[src/rtl/aor3000_if_pkg.sv]
// Shared types for the instruction-fetch stage.
// S_HALT exists only when AOR3000_IF_BUS_ERROR_EN is defined.
package aor3000_if_pkg;

    localparam int DEF_FIFO_DEPTH      = 2;
    localparam int DEF_MAX_OUTSTANDING = 2;

    typedef enum logic [1:0] {
        S_BOOT,
        S_RUN,
        S_FLUSH
`ifdef AOR3000_IF_BUS_ERROR_EN
        , S_HALT
`endif
    } if_state_t;

    typedef struct packed {
        logic [31:0] pc;
        logic [31:0] instr;
        logic        bus_err;
    } if_entry_t;

endpackage

[src/rtl/aor3000_if_fifo.sv]
// Synchronous FIFO with clear and registered head (no fall-through).
// Depth need not be a power of two; pointers wrap explicitly.
module aor3000_if_fifo #(
    parameter int WIDTH = 32,
    parameter int DEPTH = 2,
    localparam int CW   = $clog2(DEPTH + 1)
) (
    input  logic             clk,
    input  logic             rst,
    input  logic             clear,
    input  logic             push,
    input  logic [WIDTH-1:0] din,
    input  logic             pop,
    output logic [WIDTH-1:0] dout,
    output logic             empty,
    output logic [CW-1:0]    count
);

    localparam int AW = (DEPTH > 1) ? $clog2(DEPTH) : 1;

    logic [WIDTH-1:0] mem [DEPTH];
    logic [AW-1:0]    rptr, wptr;
    logic             full, do_push, do_pop;

    function automatic logic [AW-1:0] inc(input logic [AW-1:0] p);
        return (p == AW'(DEPTH - 1)) ? '0 : p + 1'b1;
    endfunction

    assign empty   = (count == '0);
    assign full    = (count == CW'(DEPTH));
    assign do_pop  = pop & ~empty;
    // A push at full is legal only when the head leaves in the same cycle.
    assign do_push = push & (~full | do_pop);
    assign dout    = mem[rptr];

    always_ff @(posedge clk or posedge rst) begin
        if (rst) begin
            rptr  <= '0;
            wptr  <= '0;
            count <= '0;
        end else if (clear) begin
            rptr  <= '0;
            wptr  <= '0;
            count <= '0;
        end else begin
            if (do_push) wptr <= inc(wptr);
            if (do_pop)  rptr <= inc(rptr);
            count <= count + CW'(do_push) - CW'(do_pop);
        end
    end

    always_ff @(posedge clk) begin
        if (do_push && !clear) mem[wptr] <= din;
    end

    a_no_overflow: assert property (@(posedge clk) disable iff (rst)
        !(push && full && !pop && !clear));

endmodule

[src/rtl/aor3000_if_stage.sv]
// Instruction-fetch stage: in-order reads at the PC, in-flight PC tracking, decode queue, flush drop.
// Bus-error reporting (i_mem_err, o_ID_bus_err, S_HALT) is built when AOR3000_IF_BUS_ERROR_EN is defined.
module aor3000_if_stage
    import aor3000_if_pkg::*;
#(
    parameter int FIFO_DEPTH      = DEF_FIFO_DEPTH,
    parameter int MAX_OUTSTANDING = DEF_MAX_OUTSTANDING
) (
    input  logic        clk,
    input  logic        rst,
    input  logic [31:0] i_PC_counter,
    input  logic        i_flush,
    output logic        o_PC_update,
    output logic        o_mem_req,
    output logic [31:0] o_mem_addr,
    input  logic        i_mem_ack,
    input  logic        i_mem_rvalid,
    input  logic [31:0] i_mem_rdata,
`ifdef AOR3000_IF_BUS_ERROR_EN
    input  logic        i_mem_err,
    output logic        o_ID_bus_err,
`endif
    output logic        o_ID_valid,
    output logic [31:0] o_ID_instr,
    output logic [31:0] o_ID_pc,
    input  logic        i_ID_ready
);

    localparam int OW = $clog2(MAX_OUTSTANDING + 1);
    localparam int QW = $clog2(FIFO_DEPTH + 1);

    if_state_t     state, state_nxt;
    logic [OW-1:0] outstanding, drop_count, drop_nxt;
    logic [QW-1:0] q_count;
    logic          q_empty, q_push, q_pop, live_rsp, rsp_err, unused_trk_empty;
    logic [31:0]   trk_pc;
    if_entry_t     q_in, q_head;
    int            drop_sum;

`ifdef AOR3000_IF_BUS_ERROR_EN
    assign rsp_err = i_mem_err;
`else
    logic unused_bus_err;
    assign rsp_err        = 1'b0;
    assign unused_bus_err = q_head.bus_err;
`endif

    assign live_rsp   = i_mem_rvalid && (drop_count == '0);
    assign q_push     = live_rsp && !i_flush;
    assign q_pop      = o_ID_valid && i_ID_ready;
    assign q_in       = '{pc: trk_pc, instr: i_mem_rdata, bus_err: rsp_err};
    assign o_mem_addr = i_PC_counter;

    // The tracker count doubles as the live outstanding counter.
    aor3000_if_fifo #(.WIDTH(32), .DEPTH(MAX_OUTSTANDING)) u_trk (
        .clk   (clk),
        .rst   (rst),
        .clear (i_flush),
        .push  (o_PC_update),
        .din   (i_PC_counter),
        .pop   (q_push),
        .dout  (trk_pc),
        .empty (unused_trk_empty),
        .count (outstanding)
    );

    aor3000_if_fifo #(.WIDTH($bits(if_entry_t)), .DEPTH(FIFO_DEPTH)) u_queue (
        .clk   (clk),
        .rst   (rst),
        .clear (i_flush),
        .push  (q_push),
        .din   (q_in),
        .pop   (q_pop),
        .dout  (q_head),
        .empty (q_empty),
        .count (q_count)
    );

    // Words still owed by memory at a flush become drops; a same-cycle live word is already gone.
    always_comb begin
        drop_sum = int'(drop_count) - ((i_mem_rvalid && drop_count != '0) ? 1 : 0);
        if (i_flush)
            drop_sum = drop_sum + int'(outstanding) - (live_rsp ? 1 : 0);
        drop_nxt = OW'(drop_sum);
    end

    always_ff @(posedge clk or posedge rst) begin
        if (rst) begin
            state      <= S_BOOT;
            drop_count <= '0;
        end else begin
            state      <= state_nxt;
            drop_count <= drop_nxt;
        end
    end

    always_comb begin
        state_nxt = state;
        if (state == S_BOOT)
            state_nxt = S_RUN;
        else if (i_flush)
            state_nxt = (drop_nxt != '0) ? S_FLUSH : S_RUN;
        else if (state == S_FLUSH && drop_nxt == '0)
            state_nxt = S_RUN;
`ifdef AOR3000_IF_BUS_ERROR_EN
        else if (q_push && rsp_err)
            state_nxt = S_HALT;
`endif
    end

    // Credit check: every issued read owns a queue slot before it is sent.
    always_comb begin
        o_mem_req   = (state == S_RUN) && !i_flush
                   && (int'(outstanding) < MAX_OUTSTANDING)
                   && (int'(outstanding) + int'(q_count) < FIFO_DEPTH);
        o_PC_update = o_mem_req && i_mem_ack;
    end

    assign o_ID_valid = !q_empty;
    assign o_ID_instr = o_ID_valid ? q_head.instr : '0;
    assign o_ID_pc    = o_ID_valid ? q_head.pc    : '0;
`ifdef AOR3000_IF_BUS_ERROR_EN
    assign o_ID_bus_err = o_ID_valid && q_head.bus_err;
`endif

    a_rvalid_expected: assert property (@(posedge clk) disable iff (rst)
        !(i_mem_rvalid && outstanding == '0 && drop_count == '0));

endmodule

[config.mk]
export PLATFORM = sky130hd
export DESIGN_NAME = aor3000_if_stage
export DESIGN_NICKNAME = d
export VERILOG_FILES = /design/src/rtl/aor3000_if_pkg.sv /design/src/rtl/aor3000_if_fifo.sv /design/src/rtl/aor3000_if_stage.sv
export SDC_FILE = /design/constraint.sdc
export NUM_CORES = 1
export LEC_CHECK = 0
export CAP_MARGIN = 20
export CORE_ASPECT_RATIO = 0.7
export CORE_UTILIZATION = 55
export CTS_CLUSTER_DIAMETER = 120
export DETAILED_ROUTE_END_ITERATION = 12
export GPL_TIMING_DRIVEN = 0
export PLACE_DENSITY = 0.85
export SLEW_MARGIN = 25
export SYNTH_ARGS = -nofsm -noshare
export SYNTH_HDL_FRONTEND = slang
export SYNTH_SLANG_ARGS = --single-unit
[constraint.sdc]
create_clock -name clk -period 15.6 [get_ports clk]
set_clock_uncertainty 0.1 [all_clocks]
set_input_delay 4.68 -clock clk [delete_from_list [all_inputs] [get_ports clk]]
set_output_delay 4.68 -clock clk [all_outputs]
set_load 0.05 [all_outputs]
# Word-level counts from Yosys, hierarchy flattened

Memory sizes are Yosys's and may differ from the RTL's.
Cells that the tools add are included.
Widths: inputs -> output; s select.

Bits in registers: 12
Bits in latches: 0
RAM bits: 192
Memory bits (read-only): 0
Input port bits: 70
Output and inout bits: 99
Word-level logic and storage cells: 90
Memories kept: 2

Memories:

| memory      | depth | width | read ports | clocked after memory_dff | write ports | RTL line              | text |
|---|---|---|---|---|---|---|---|
| u_queue.mem | 2     | 64    | 1          | 0                        | 1           | aor3000_if_fifo.sv:21 | `logic [WIDTH-1:0] mem [DEPTH];` |
| u_trk.mem   | 2     | 32    | 1          | 0                        | 1           | aor3000_if_fifo.sv:21 |  |

Add/sub/neg operators: 12
Multipliers: 0
Div/mod/pow operators: 0
Order comparisons: 2
Equality and inequality tests: 4
Shift operators: 0
Multiplexer cells: 27
Bitwise gates (word level): 10
Reduce and logical (&&, ||, !) cells: 25

Operators with widths:

| kind                | number |
|---|---|
| $mux 32             | 2 |
| $mux 1              | 18 |
| $mux 2              | 7 |
| $reduce_bool 2->1   | 6 |
| $logic_and 1x1->1   | 11 |
| $logic_not 2->1     | 5 |
| $eq 2x2->1 const B  | 3 |
| $sub 2x1->2         | 3 |
| $add 1x1->1 const B | 4 |
| $add 2x1->2         | 2 |
| $and 1x1->1         | 4 |
| $not 1->1           | 4 |
| $add 2x2->3         | 1 |
| $lt 3x2->1 const B  | 1 |
| $reduce_bool 3->1   | 1 |
| $add 2x2->2         | 1 |
| $eq 2x1->1 const B  | 1 |
| $logic_not 1->1     | 2 |
| $lt 2x2->1 const B  | 1 |
| $or 1x1->1          | 2 |
| $sub 2x2->2         | 1 |

# Logic depth before layout (Yosys ltp)

Depth after elaboration: 12
Mapped depth: 11
Mapped depth without buffers: 11

# Modules after synthesis

From an unflattened synthesis, not the netlist that was laid out.

Cells, all modules: 488
Area, all modules: 8505.7 um2

Modules (own cells, without submodules):

| module                    | instances | cells an instance | area an instance (um2) | sequential area each (um2) |
|---|---|---|---|---|
| aor3000_if_fifo (u_queue) | 1         | 225               | 4927.2                 | 4003.8 |
| aor3000_if_fifo (u_trk)   | 1         | 123               | 2549.9                 | 2021.9 |
| aor3000_if_stage          | 1         | 140               | 1028.5                 | 100.1 |

# Worst setup path after synthesis

No wires, ideal clock.

Path kind: input port to flip-flop
From: in i_flush
To: mem u_queue.mem[0][0] (netlist bit), enable pin
Setup time: 0.643 ns
Arrival time: 11.204 ns
Required time: 14.857 ns
Path slack: 3.653 ns
Cell stages on the path: 3
Buffers on the path: 2
Cell sequence: clkbuf_1 > clkbuf_1 > nor4_1

Longest elaborated chain between the ends: 6

RTL lines:

| element                          | RTL line                                      | text |
|---|---|---|
| start: declaration               | aor3000_if_stage.sv:12                        | `input logic i_flush,` |
| $logic_not 1->1 (*)              | aor3000_if_fifo.sv:53, aor3000_if_stage.sv:49 |  |
| $logic_and 1x1->1                | aor3000_if_stage.sv:49                        | `assign q_push = live_rsp && !i_flush;` |
| $and 1x1->1                      | aor3000_if_fifo.sv:33                         | `assign do_push = push & (~full \| do_pop);` |
| $logic_and 1x1->1 (*)            | aor3000_if_fifo.sv:53                         | `if (do_push && !clear) mem[wptr] <= din;` |
| $mux 1 (*)                       | aor3000_if_fifo.sv:53                         |  |
| $mux 1 (not written as such) (*) | aor3000_if_fifo.sv:53                         |  |
| end: declaration                 | aor3000_if_fifo.sv:21                         |  |

Mark *: on every way between the ends. The rest lies on a longest branch, timed or not.

# Worst setup path after layout

From: in i_flush
To: out o_PC_update

Longest elaborated chain between the ends: 5

RTL lines:

| element           | RTL line                | text |
|---|---|---|
| $logic_not 1->1   | aor3000_if_stage.sv:113 | `o_mem_req = (state == S_RUN) && !i_flush` |
| $logic_and 1x1->1 | aor3000_if_stage.sv:113 |  |
| $logic_and 1x1->1 | aor3000_if_stage.sv:114 | `&& (int'(outstanding) < MAX_OUTSTANDING)` |
| $logic_and 1x1->1 | aor3000_if_stage.sv:115 | `&& (int'(outstanding) + int'(q_count) < FIFO_DEPTH);` |
| $logic_and 1x1->1 | aor3000_if_stage.sv:116 | `o_PC_update = o_mem_req && i_mem_ack;` |
| end: declaration  | aor3000_if_stage.sv:13  | `output logic o_PC_update,` |

Every way passes these cells.

==> impl_results.md <==
* Run status: finished clean
* CTS resizes at 0
* Routed length per instance at 18.3 um
* WL final at 16300 um
* Clock Path Buffers at 3
* Synth Register Bits at 204
* Post-DRT Antenna Nets at 0
* Synth cell types at 34
* R2R cell count at 8
* Pin count of the biggest net entering global routing at 41
* CTS Buf Count at 19
* GR Overflow Total at 0
* Worst path max stage delay at 0.80 ns
* Syn Area/Cell at 16.7 um2
* Post-Syn Instances at 487
* Via/cell ratio at 5.22
* Synth async-reset ratio at 0.0588
* Die area at 0.0153 mm2
* CP endpoint kind: primary output
* CTS Sinks at 204
* Ranking of synthesized cells by area: edfxtp_1, mux2i_1, mux2_2, dfrtp_1, nor2_1
* Slew margin rel. at 0.499
* Max Freq at 0.0903 GHz
* Initial DRC count at 189
* Post-synth top area cell: edfxtp_1
* Final hold vios at 0
* Critical Path RT at 10.82 ns
* Post-CTS Setup Bufs at 0
* Syn Nets at 565
* Slew Limit Fails at 0
* Most common cell in the netlist: edfxtp_1
* Die Width at approximately 150 um
* Sequential share of the synthesized area at 0.747
* Clock latency on the worst-skew pair at 0.47 ns
* TritonRoute pass-1 iters at 4
* Post-Place Cells at 859
* PD cells at between 150 and 200 mW/mm2
* Via count at 4653
* Max-cap violations at 0
* Area share of the largest cell type after synthesis at 0.710
* Initial Utilization at 0.574
* Core Region at 0.0141 mm2
* Worst Hold Path EP: state[1]$_DFFE_PP0P_
* CTS tree: yes
* WS Path Type: in -> out
* Slowest CP cell: clkdlybuf4s50_1
* Final number of setup-violating endpoints at 0
* Unrepaired setup endpoints after global routing: no
* DRC viols at 0
* R2r setup slk at 12.61 ns
* Area growth from synthesis to layout at 33.0%
* Placed wire-length estimate at between 10000 and 15000 um
* Gr usage total at 0.219
* CTS root buf: clkbuf_16
* Min-delay src: state[1]$_DFFE_PP0P_
* CP Cell Sequence: clkbuf_1 > nand2b_1 > nor2_2 > nand2_1 > inv_1 > clkdlybuf4s50_1
* Worst flop-to-flop path startpoint: u_queue.count[0]$_DFF_PP0_
* Initial antenna violation count at 0
* Final setup TNS at 0 ns
* Primary FF master, synth: edfxtp_1
* Period minus WS final at 11.07 ns
* Crit path arrival time at 6.29 ns
* Worst Hold Depth at 1
* Hold_buf cts at 0
* Post-synth EDFFs at about 190
* Ant diodes at 0
* CTS clk-pin slew, worst paths at 0.06 ns
* Vias in the first global route at 5020
* Worst-path maximum fanout at 9
* Die Span Y at 104 um
* Post-synth top cells: edfxtp_1, nor2_1, mux2i_1, buf_4, mux2_2
* Crit share post-route at 0.710
* First-pass GRT wire length at 25700 um
* Worst hold path type: reg -> reg
* Routability cong. at just over 0.8
* Worst-margin pin slew at 0.752 ns
* CTS H-tree lvls at 1
* Crit path launch: i_flush
* I/O pins at 169
* Reg2reg end: u_trk.mem[0][5]$_DFFE_PP_
* CP Launch Type: input pin
* VDD IR max at ~0.089 mV
* Final core occ at 0.764
* Floorplan row count at 36
* Yosys warnings at 0
* Synth Cell Area at 0.00812 mm2
* Nets at 768
* Port bufs at 167
* Leakage Power at 3.78 nW
* Fin cells at 892
* Share of cells above drive strength 1 at 0.170
==> routing by layer <==
layer / up-vias / global-route usage / wire (um)
met5: - / 0 / 0
met1: 2295 / 0.272 / 6500
li1: 2155 / - / -
met4: 0 / 0.0545 / 276
met2: 179 / 0.387 / 8380
met3: 24 / 0.0515 / 1160
==> per-stage QoR <==
step / cell area (um2) / setup WS [ns] / hold WS, ns / power [mW]
global route: 10800 / 4.42 / 0.459 / 1.92
CTS: 10800 / 4.54 / 0.432 / 1.86
detailed placement: 10200 / 4.54 / 0.414 / 1.40
global placement: 10000 / 0.224 / 0.380 / 1.38
finish: 10800 / 4.53 / 0.431 / 1.85
floorplan: 8120 / 3.65 / 0.361 / 1.16
==> worst max path at each step <==
stage | end | slack, ns | cells after the start
final | o_PC_update | 4.53 | 6
after detailed placement | o_PC_update | 4.54 | 6
after global routing | o_PC_update | 4.42 | 6
after global placement | u_queue.mem[0][20]$_DFFE_PP_ | 0.22 | 3
after CTS | o_PC_update | 4.54 | 6
after floorplan | u_queue.mem[0][0]$_DFFE_PP_ | 3.65 | 3
==> registers in the layout (all words and copies together), names as in the netlist <==
name / count
u_queue.wptr: 1
u_trk.wptr: 1
state: 2
drop_count: 2
u_queue.mem: 128
u_queue.rptr: 1
u_queue.count: 2
u_trk.rptr: 1
u_trk.mem: 64
u_trk.count: 2
==> layout make-up <==
cell class | count | area [um2]
inverter | 12 | 45.0
multi-input combinational | 219 | 1700
clock inverter | 12 | 129
sequential | 204 | 6070
fill | 846 | 3340
buffer | 52 | 327
tap | 190 | 238
timing repair buffer | 182 | 1810
clock buffer | 21 | 483
==> cell usage in the layout (no fill, tap or decap), types with 2 or more instances in the layout <==
master | Yosys | final
a21oi_1 | 2 | 2
and2_1 | 3 | 2
buf_1 | 6 | 6
buf_16 | 0 | 2
buf_2 | 9 | 18
buf_4 | 32 | 35
bufinv_16 | 0 | 3
clkbuf_1 | 5 | 7
clkbuf_16 | 0 | 19
clkdlybuf4s50_1 | 0 | 167
clkinv_1 | 0 | 5
clkinv_2 | 0 | 4
dfrtp_1 | 12 | 12
edfxtp_1 | 192 | 192
ha_1 | 7 | 7
inv_1 | 12 | 12
mux2_2 | 32 | 32
mux2i_1 | 65 | 65
nand2_1 | 4 | 4
nand2b_1 | 5 | 5
nor2_1 | 72 | 71
nor2b_1 | 2 | 2
nor3_1 | 2 | 2
o21ai_0 | 3 | 3
or3_1 | 2 | 2
xnor2_1 | 4 | 4
xor2_1 | 3 | 3
==> report_power, final <==
group / switching [mW] / internal, mW
combinational: 0.485 / 0.248
sequential: 0.0149 / 0.641
clock: 0.184 / 0.272
total: 0.685 / 1.16
==> critical path, delay by kind of cell <==
family | cells | cell delay (ns)
buf+inv | 3 | 1.07
simple gates | 3 | 0.55
==> cells by family after synthesis <==
group           share of synthesized area
mux                                 0.125
simple gates                       0.0518
buf+inv                            0.0458
xor+xnor                           0.0105
fa+ha+maj                          0.0133
flops                               0.747
compound gates                    0.00709
Note: power is estimated with default switching activity, not from simulation.
